--- config.mk ---
export PLATFORM = sky130hd
export DESIGN_NAME = bl_frame_sched
export DESIGN_NICKNAME = d
export VERILOG_FILES = /design/src/rtl/bl_frame_sched.sv
export SDC_FILE = /design/constraint.sdc
export NUM_CORES = 1
export LEC_CHECK = 0
export ABC_AREA = 1
export ABC_CLOCK_PERIOD_IN_PS = 30500
export BUFFER_PORTS_ARGS = -buffer_cell sky130_fd_sc_hd__buf_2
export CORE_MARGIN = 2
export CORE_UTILIZATION = 35
export DETAILED_ROUTE_END_ITERATION = 10
export HOLD_SLACK_MARGIN = 0.05
export PLACE_DENSITY_LB_ADDON = 0.1
export SETUP_SLACK_MARGIN = 0.5
export SKIP_CTS_REPAIR_TIMING = 1
export SLEW_MARGIN = 20
export SYNTH_ARGS = -nofsm -noshare
export SYNTH_HDL_FRONTEND = slang
export SYNTH_SLANG_ARGS = --single-unit
--- constraint.sdc ---
create_clock -name clk -period 30.5 [get_ports clk]
set_input_delay 6.1 -clock clk [delete_from_list [all_inputs] [get_ports clk]]
set_output_delay 6.1 -clock clk [all_outputs]
set_load 0.01 [all_outputs]
--- src/rtl/bl_frame_sched.sv ---
// rtl/bl_frame_sched.sv - backlight frame scheduler: SDBP pulse plus one grey word per LED each refresh period
// Optional running-light test pattern for mode 2 is built when BL_TESTPAT_EN is defined.
module bl_frame_sched #(
    parameter int LED_NUM     = 360,
    parameter int PERIOD      = 35000,
    parameter int CFG_WAIT    = 2500,
    parameter int SDBP_HI     = 30,
    parameter int STEP_FRAMES = 21
) (
    input  logic        clk,
    input  logic        rst_n,
    input  logic        en,
    input  logic [1:0]  mode,
    input  logic [15:0] als_gain,
    output logic [9:0]  zone_rd_addr,
    input  logic [7:0]  zone_rd_data,
    output logic        sdbp_flag,
    output logic [9:0]  wt_addr,
    output logic [15:0] wt_data,
    output logic        wt_valid,
    input  logic        wt_ready,
    output logic        frame_done,
    output logic        busy,
    output logic        overrun
);
    localparam int PW = $clog2(PERIOD + 1);
    localparam int CW = $clog2(CFG_WAIT + 1);
    localparam int SW = $clog2(SDBP_HI + 1);

    typedef enum logic [2:0] {
        S_CFG,
        S_IDLE,
        S_SDBP,
        S_RD,
        S_CALC,
        S_WR
    } state_t;

    state_t         state;
    logic [PW-1:0]  pcnt;
    logic [CW-1:0]  cfg_cnt;
    logic [SW-1:0]  sdbp_cnt;
    logic [9:0]     n;
    logic [1:0]     mode_l;
    logic [15:0]    gain_l;
    logic           boundary;
    logic           last_word;
    logic           word_accept;
    logic [16:0]    gain_plus;
    logic [33:0]    prod;
    logic [33:0]    quot;
    logic [15:0]    als_word;
    logic [15:0]    word;

    assign boundary    = (pcnt == '0) && (state != S_CFG);
    assign last_word   = (n == 10'(LED_NUM - 1));
    assign word_accept = (state == S_WR) && wt_ready;

    // g*256*(gain+20) peaks just under 2^32, so 34 bits never wrap before the divide.
    assign gain_plus = {1'b0, gain_l} + 17'd20;
    assign prod      = ({26'd0, zone_rd_data} * {17'd0, gain_plus}) << 8;
    assign quot      = prod / 34'd655;
    assign als_word  = (quot > 34'd65535) ? 16'hFFFF : quot[15:0];

`ifdef BL_TESTPAT_EN
    localparam int FW = $clog2(STEP_FRAMES + 1);
    logic [9:0]    tp_pos;
    logic [FW-1:0] tp_frames;

    always_ff @(posedge clk or negedge rst_n) begin
        if (!rst_n) begin
            tp_pos    <= '0;
            tp_frames <= '0;
        end else if (word_accept && last_word) begin
            if (tp_frames == FW'(STEP_FRAMES - 1)) begin
                tp_frames <= '0;
                tp_pos    <= (tp_pos == 10'(LED_NUM - 1)) ? 10'd0 : tp_pos + 10'd1;
            end else begin
                tp_frames <= tp_frames + FW'(1);
            end
        end
    end
`else
    if (STEP_FRAMES < 1) begin : g_step_unused
    end
`endif

    always_comb begin
        word = 16'hFFFF;
        case (mode_l)
            2'd1: word = als_word;
`ifdef BL_TESTPAT_EN
            2'd2: word = (n == tp_pos) ? 16'hFFFF : 16'h0000;
`else
            2'd2: word = 16'hFFFF;
`endif
            2'd3: word = 16'h0000;
            default: word = 16'hFFFF;
        endcase
    end

    always_ff @(posedge clk or negedge rst_n) begin
        if (!rst_n) begin
            pcnt <= '0;
        end else if (state == S_CFG || pcnt == PW'(PERIOD - 1)) begin
            pcnt <= '0;
        end else begin
            pcnt <= pcnt + PW'(1);
        end
    end

    always_ff @(posedge clk or negedge rst_n) begin
        if (!rst_n) begin
            state        <= S_CFG;
            cfg_cnt      <= '0;
            sdbp_cnt     <= '0;
            n            <= '0;
            mode_l       <= '0;
            gain_l       <= '0;
            zone_rd_addr <= '0;
            sdbp_flag    <= 1'b0;
            wt_addr      <= '0;
            wt_data      <= '0;
            wt_valid     <= 1'b0;
            frame_done   <= 1'b0;
            busy         <= 1'b0;
            overrun      <= 1'b0;
        end else begin
            frame_done <= 1'b0;
            // A boundary landing mid-frame is dropped; IDLE waits for the next one.
            if (boundary && state != S_IDLE) begin
                overrun <= 1'b1;
            end
            case (state)
                S_CFG: begin
                    if (cfg_cnt == CW'(CFG_WAIT - 1)) begin
                        state <= S_IDLE;
                    end else begin
                        cfg_cnt <= cfg_cnt + CW'(1);
                    end
                end
                S_IDLE: begin
                    if (boundary && en) begin
                        mode_l    <= mode;
                        gain_l    <= als_gain;
                        n         <= '0;
                        sdbp_cnt  <= '0;
                        sdbp_flag <= 1'b1;
                        busy      <= 1'b1;
                        state     <= S_SDBP;
                    end
                end
                S_SDBP: begin
                    if (sdbp_cnt == SW'(SDBP_HI - 1)) begin
                        sdbp_flag    <= 1'b0;
                        zone_rd_addr <= n;
                        state        <= S_RD;
                    end else begin
                        sdbp_cnt <= sdbp_cnt + SW'(1);
                    end
                end
                S_RD: begin
                    state <= S_CALC;
                end
                S_CALC: begin
                    wt_data  <= word;
                    wt_addr  <= n;
                    wt_valid <= 1'b1;
                    state    <= S_WR;
                end
                S_WR: begin
                    if (wt_ready) begin
                        wt_valid <= 1'b0;
                        if (last_word) begin
                            frame_done <= 1'b1;
                            busy       <= 1'b0;
                            state      <= S_IDLE;
                        end else begin
                            n            <= n + 10'd1;
                            zone_rd_addr <= n + 10'd1;
                            state        <= S_RD;
                        end
                    end
                end
                default: state <= S_CFG;
            endcase
        end
    end
endmodule

======== After elaboration in Yosys (flattened, before gate mapping) ========
Index checks and enable logic that the tools add are counted.
storage, ports and cells
  register bits after elaboration ......... 105
  latch bits .............................. 0
  RAM bits ................................ 0
  ROM bits ................................ 0
  input port bits ......................... 30
  output and inout bits ................... 41
  word-level logic and storage cells ...... 92
  memories kept ........................... 0
operators by class
  add/sub/neg operators ................... 5
  $mul .................................... 1
  divide/modulo/power cells ............... 1
  $lt $le $gt $ge ......................... 1
  equal/unequal tests ..................... 19
  shifts and indexed selects .............. 0
  multiplexer cells ....................... 29
  bitwise gates (word level) .............. 1
  reductions and logical operators ........ 20
operators with widths
  operator                                              number
  two-way mux 10 bit                                    4
  one-hot mux 10 bit (2 select lines)                   2
  divider 33 x 10 -> 34 bit, second input constant      1
  > comparator 34 x 16 -> 1 bit, second input constant  1
  two-way mux 16 bit                                    2
  one-hot mux 16 bit (2 select lines)                   1
  multiplier 8 x 17 -> 25 bit                           1
  one-hot mux 3 bit (6 select lines)                    1
  adder 16 x 5 -> 17 bit, second input constant         1
  adder 16 x 1 -> 16 bit, second input constant         1
  equality test 16 bit, second input constant           1
  zero test 16 bit                                      1
  AND reduction 4 bit                                   4
  adder 12 x 1 -> 12 bit, second input constant         1
  equality test 12 bit, second input constant           1
  two-way mux 3 bit                                     4
  != test 2 bit, second input constant                  6
  adder 10 x 1 -> 10 bit, second input constant         1
  equality test 10 x 9 -> 1 bit, second input constant  1
  two-way mux 5 bit                                     2
  one-hot mux 5 bit (2 select lines)                    1
  two-way mux 1 bit                                     8
  nonzero test 2 bit                                    4
  equality test 3 x 2 -> 1 bit, second input constant   2
  17 further kinds                                      25

======== Longest topological paths before layout ========
Gate-level depths: netlist of the first run.
  depth after elaboration ................. 6
  gate-level depth with buffers ........... 226
  gate-level depth less buffers ........... 211

======== Least setup slack after synthesis of the first run ========
Ideal clock, no wire load.
  path kind ............................... input to register
  from .................................... input port zone_rd_data[4]
  to ...................................... register wt_data[0]
  setup time .............................. 131 ps
  arrival ................................. 27188 ps
  setup slack ............................. 3181 ps
  cell stages on the path ................. 199
  buffers on the path ..................... 20
  path through ............................ inv_1 clkbuf_1 nor2_1 fa_1 inv_1 fa_1 inv_1 fa_1 inv_1 fa_1 inv_1 ha_1 nand2_1 inv_1 nand2_1 nand2_1 or2_1 nand2_2 [163 not listed] buf_8 nand2_2 nand2_1 ha_1 nand3_1 nand2_4 nor2_4 nor2_4 nand2_4 buf_6 nand3_1 nand3_1 nor2_1 nand2_1 nor2_1 nand2_1 nand2_1 a21oi_2
between the ends
  word-level cells in the longest chain between the ends .. 5
RTL lines
  element                                  line  RTL
  from (decl)                              16    input logic [7:0] zone_rd_data,
  multiplier 8 x 17 -> 25 bit (*)          61    assign prod = ({26'd0, zone_rd_data} * {17'd0, gain_plus}) << 8;
  divider 33 x 10 -> 34 bit (*)            62    assign quot = prod / 34'd655;
  > comparator 34 x 16 -> 1 bit            63    assign als_word = (quot > 34'd65535) ? 16'hFFFF : quot[15:0];
  two-way mux 16 bit (*)                   63
  one-hot mux 16 bit (2 select lines) (*)  90    case (mode_l)
  to (signal assigned)                     166   wt_data <= word;
  to (decl)                                19    output logic [15:0] wt_data,
Every way passes the cells marked *; elsewhere a longest branch is shown, timed or not.
A chain may end at the register's enable or synchronous reset.

======== Final worst setup path of the first run ========
  from .................................... input port zone_rd_data[5]
  to ...................................... register wt_data[0]
Same word-level chain as after synthesis.

==> results.yml, run 1 <==
detailed_routing:
  wl_met3_microns: 1820
  drc_errors: 0
  viasPerCell: 4.80
  wirelength_microns: 53700
  top_layer: "met4"
  dr.pass1.iters: 5
  num_vias: 18400
  wl_met2_microns: 26200
  wl_met1_microns: 25100
  drt-initial-drc-count: 979
  drtAntennaViolNets: 0
  wl_per_cell_microns: 14.0
place:
  globalplace.congestion: 0.849
  place_hpwl_microns: 43000
  portBuffers: 70
  dp_slack_ns: -0.194
  dpl_cell_area_sq_um: 21100
  placedCellCount: 3704
synth:
  yosys_warnings: 0
  synth_top_family_by_area: "simple AND/OR/NAND/NOR gates"
  yosysTopAreaCell: "dfrtp_1"
  synth_simple_gate_area_share: 0.524
  synth_compound_area_frac: 0.0707
  synth_seq_cells: 105
  ys_types: 64
  synthesis.nets: 3088
  synthMuxAreaShare: 0.00167
  synth_xor_xnor_area_share: 0.0364
  synth_edf_count: 0
  synth_fa_ha_area_frac: 0.126
  synthTopCellsByCount: "666 x nand2_1, 367 x inv_1, 274 x nand3_1"
  yosysMostFrequentCell: "nand2_1"
  syn-instance-count: 2908
  ys_seq_area_frac: 0.130
  async_flop_share: 1.00
  synth_area_sq_um: 20200
  yosys-top-cells-area: "dfrtp_1 13%, nand2_1 12%, nand2_4 10%"
  synthFlopType: "dfrtp_1"
  avgSynthCellArea_sq_um: 6.95
  synth_top_area_frac: 0.130
finish:
  final_nets: 3243
  final_cells: 3833
  area_growth_pct: 13.8
  postLayoutCellArea_sq_um: 23000
  drive_gt1_frac: 0.311
clock_network:
  cts_root_buffer: "clkbuf_16"
  htree_levels: 3
  clockBufferDepth: 2
  tritoncts.num_buffers: 9
  clk_pin_slew_ns: 0.07
  cts_tree: "yes"
  clk_latency_ns: 0.37
  clock-sinks: 105
sta:
  hold_viol: 0
  setup_viol: 0
  drv_slew: 0
  period_minus_slack_ns: 28.47
  slew-limit-headroom: 0.307
  fin_worst_skew_ns: 0.00765
  clock.fmax_mhz: 35.1
  fin_crit_sh: 0.933
  grt_setup_unrepaired: "false"
  fin_ws_ns: 2.03
  finalSetupTns_ns: 0
  worstMarginPinSlew_ns: 1.03
global_route:
  grt-ovfl-total: 0
  grt_pass1_vias: 17600
  grt_pass1_wl_microns: 87500
  grt_usage: 0.175
  grt_max_degree: 69
  antenna_found_initial: 2
setup_path:
  critPathBufInv: 28
  cp-start-kind: "primary input"
  worst-path-max-fanout: 14
  end_kind: "register"
  cp.required_ns: 30.80
  cp_slowest_cell: "fa_1"
  cpPeakStageDelay_ns: 0.55
  critPathArrivalTime_ns: 28.77
  worst_path_most_repeated_cell: "nand2_4"
  criticalPathCategory: "in -> reg"
  cp_top_family: "simple AND/OR/NAND/NOR gates"
hold_path:
  hp-class: "reg -> reg"
outcome:
  status: "complete, no violations"
run:
  drv_cap: 0
floorplan:
  coreArea_sq_um: 57400
  fp.dieH_microns: 244
  die-area_sq_um: 59700
  rows: 88
  initial_core_util: 0.352
  fp.dieW_microns: 244
  io_pins: 71
==> worst paths after layout <==
kind,start,to,slack [ns],cells after the start
hold reg to reg,pcnt[0]$_DFF_PN0_,pcnt[0]$_DFF_PN0_,0.47,1
setup reg to reg,gain_l[2]$_DFFE_PN0P_,wt_data[0]$_DFFE_PN0P_,6.05,188
min in group asynchronous,rst_n,wt_data[3]$_DFFE_PN0P_,5.73,1
hold / removal,pcnt[0]$_DFF_PN0_,pcnt[0]$_DFF_PN0_,0.47,1
max in group asynchronous,rst_n,n[1]$_DFFE_PN0P_,23.43,2
setup / recovery,zone_rd_data[5],wt_data[0]$_DFFE_PN0P_,2.03,185
==> placed cells by master (no fill, tap or decap), types with 8 or more instances in the layout <==
cell type	n
nor2_1	224
buf_4	98
ha_2	9
a21oi_4	9
o21ai_0	79
nand2_2	213
a21oi_1	73
clkinvlp_4	10
nor3b_1	8
a21oi_2	12
buf_12	10
nand3_1	265
nand3b_1	18
buf_2	63
nor2_4	52
o21ai_1	12
nand3_4	12
xor2_1	61
xnor2_1	18
fa_1	89
nand2_1	661
o21ai_2	16
nor2_2	53
inv_1	358
nand3_2	56
nor2_8	11
clkinv_1	9
nand2_4	179
ha_1	47
inv_2	59
clkbuf_16	9
nand4_1	30
o21ai_4	9
dfrtp_1	105
nand2_8	24
nor3_1	34
==> sequential cells by signal, indices dropped and copies added, names as in the netlist <==
signal,cells
sdbp_cnt,5
overrun,1
state,3
pcnt,16
wt_data,16
wt_valid,1
busy,1
cfg_cnt,12
mode_l,2
frame_done,1
n,10
wt_addr,10
zone_rd_addr,10
gain_l,16
sdbp_flag,1
==> metrics by stage <==
step	utilization	hold slack (ns)
2_1_floorplan	-	0.432
3_3_place_gp	0.368	0.462
3_5_place_dp	0.368	0.464
4_1_cts	0.374	0.480
5_1_grt	0.401	0.502
6_report	0.401	0.474
==> area by class of cell <==
type	instances	area, sq um
Timing Repair inverter	4	30.0
Fill cell	6008	34400
Antenna cell	1	2.50
Inverter	452	1820
Sequential cell	105	2630
Clock buffer	10	239
Timing Repair Buffer	175	1280
Tap cell	765	957
Clock inverter	5	72.6
Multi-Input combinational cell	2316	16000
==> cell families after synthesis <==
group                      count (synthesis)
adders and majority gates                150
AOI/OAI and AO/OA                        225
DFF                                      105
xor gates and xnor gates                  81
buffers and inverters                    497
and+or+nand+nor                         1848
muxes                                      2
==> routing by layer <==
metal | up-vias | global-route usage
met5 | - | 0
met4 | 0 | 0.0274
met3 | 38 | 0.0245
met2 | 276 | 0.305
met1 | 8636 | 0.234
li1 | 9431 | -
Power of run 1 is not shown: default switching activity piles up to over one toggle a cycle in this logic, so the estimate is an artifact.
==> run 2, diff against run 1 <==
--- a/config.mk
+++ b/config.mk
@@ -12,6 +12,7 @@
 export CORE_UTILIZATION = 35
 export DETAILED_ROUTE_END_ITERATION = 10
 export HOLD_SLACK_MARGIN = 0.05
+export MAX_ROUTING_LAYER = met4
 export PLACE_DENSITY_LB_ADDON = 0.1
 export SETUP_SLACK_MARGIN = 0.5
 export SKIP_CTS_REPAIR_TIMING = 1
==> results.yml, run 2 (synthesis results as in run 1) <==
clock_network:
  tritoncts.num_buffers: 9
  cts_root_buffer: "clkbuf_16"
  htree_levels: 3
  clk_pin_slew_ns: 0.08
  clockBufferDepth: 2
  cts_tree: "yes"
  clock-sinks: 105
  clk_latency_ns: 0.38
finish:
  fillCellCount: 6100
  seqCellArea_sq_um: 2630
  final_nets: 3245
  area_growth_pct: 13.9
  final_common_cell: "nand2_1"
  reg_top3: "gain_l: 16 flops, pcnt: 16 flops, wt_data: 16 flops"
  multi_input_area_sq_um: 16000
  layout_common_cells: "656 x nand2_1, 359 x inv_1, 264 x nand3_1, 221 x nor2_1, 217 x nand2_2"
  drive_gt1_frac: 0.315
global_route:
  grt_pass1_wl_microns: 87400
  grt_usage: 0.181
  grt_pass1_vias: 17500
  grt_max_degree: 62
  grt-ovfl-total: 0
  antenna_found_initial: 2
setup_path:
  cp_slowest_cell: "fa_1"
  worst_path_most_repeated_cell: "nand2_4"
  end_kind: "register"
  worst-path-max-fanout: 14
  criticalPathCategory: "in -> reg"
  rrSetupSlack_ns: 6.09
  cp-start-kind: "primary input"
  critPathBufInv: 22
  cpPeakStageDelay_ns: 0.56
  cp.required_ns: 30.81
  critPathArrivalTime_ns: 28.67
  cp_top_family: "simple AND/OR/NAND/NOR gates"
sta:
  clock.fmax_mhz: 35.3
  fin_crit_sh: 0.930
  hold_viol: 0
  worstMarginPinSlew_ns: 0.886
  slew-limit-headroom: 0.409
  period_minus_slack_ns: 28.35
  setup_viol: 0
  drv_slew: 0
  fin_ws_ns: 2.15
  fin_worst_skew_ns: 0.0215
  grt_setup_unrepaired: "false"
run:
  drv_cap: 0
detailed_routing:
  num_vias: 18200
  drtAntennaViolNets: 0
  viasPerCell: 4.74
  drt-initial-drc-count: 989
  drc_errors: 0
  wirelength_microns: 53600
  dr.pass1.iters: 5
  wl_per_cell_microns: 14.0
floorplan:
  die-area_sq_um: 59700
  fp.dieH_microns: 244
  fp.dieW_microns: 244
  coreArea_sq_um: 57400
  initial_core_util: 0.352
  rows: 88
  io_pins: 71
outcome:
  status: "complete, no violations"
hold_path:
  hp-class: "reg -> reg"
place:
  dp_slack_ns: -0.267
  portBuffers: 70
  globalplace.congestion: 0.861
  place_hpwl_microns: 43000
## run 2: layer usage
metal	routed length [microns]	vias up	track usage
met4	570	0	0.0287
met5	0	-	-
met3	1420	36	0.0204
li1	-	9427	-
met2	26100	214	0.305
met1	25500	8514	0.237
## run 2: worst paths after layout
check,startpoint,end,cells past startpoint
min reg2reg,pcnt[0]$_DFF_PN0_,pcnt[0]$_DFF_PN0_,1
max reg2reg,gain_l[2]$_DFFE_PN0P_,wt_data[0]$_DFFE_PN0P_,192
min,pcnt[0]$_DFF_PN0_,pcnt[0]$_DFF_PN0_,1
max in group asynchronous,rst_n,pcnt[2]$_DFF_PN0_,2
min in group asynchronous,rst_n,wt_data[5]$_DFFE_PN0P_,1
max,zone_rd_data[2],wt_data[0]$_DFFE_PN0P_,187
## run 2: area by class of cell
cell class / instances / share of cell area
antenna: 1 / 0.000109
clock buffer: 10 / 0.0104
clock inverter: 6 / 0.00370
inverter: 452 / 0.0789
multi-input combinational: 2314 / 0.694
sequential: 105 / 0.114
tap: 765 / 0.0416
timing repair buffer: 178 / 0.0555
timing repair inverter: 5 / 0.00163
## run 2: worst reg2reg max path, delay by kind of cell (launching register included)
kind                       cells  cell delay, ns
buffers and inverters         21            2.21
AOI/OAI and AO/OA              6            1.02
DFF                            1            0.57
adders and majority gates     11            3.67
and+or+nand+nor              153           16.26
xor gates and xnor gates       1            0.64
## run 2: through the flow
stage	setup TNS (ns)	cells	hold slack, ns	utilization	area, sq um
floorplan	0	2908	0.432	-	20200
global placement	0	3704	0.460	0.368	21100
detailed placement	-0.267	3704	0.464	0.368	21100
CTS	0	3720	0.474	0.374	21400
global route	0	3836	0.500	0.401	23000
finish	0	3836	0.472	0.401	23000
Power of run 2 is left out for the same reason.
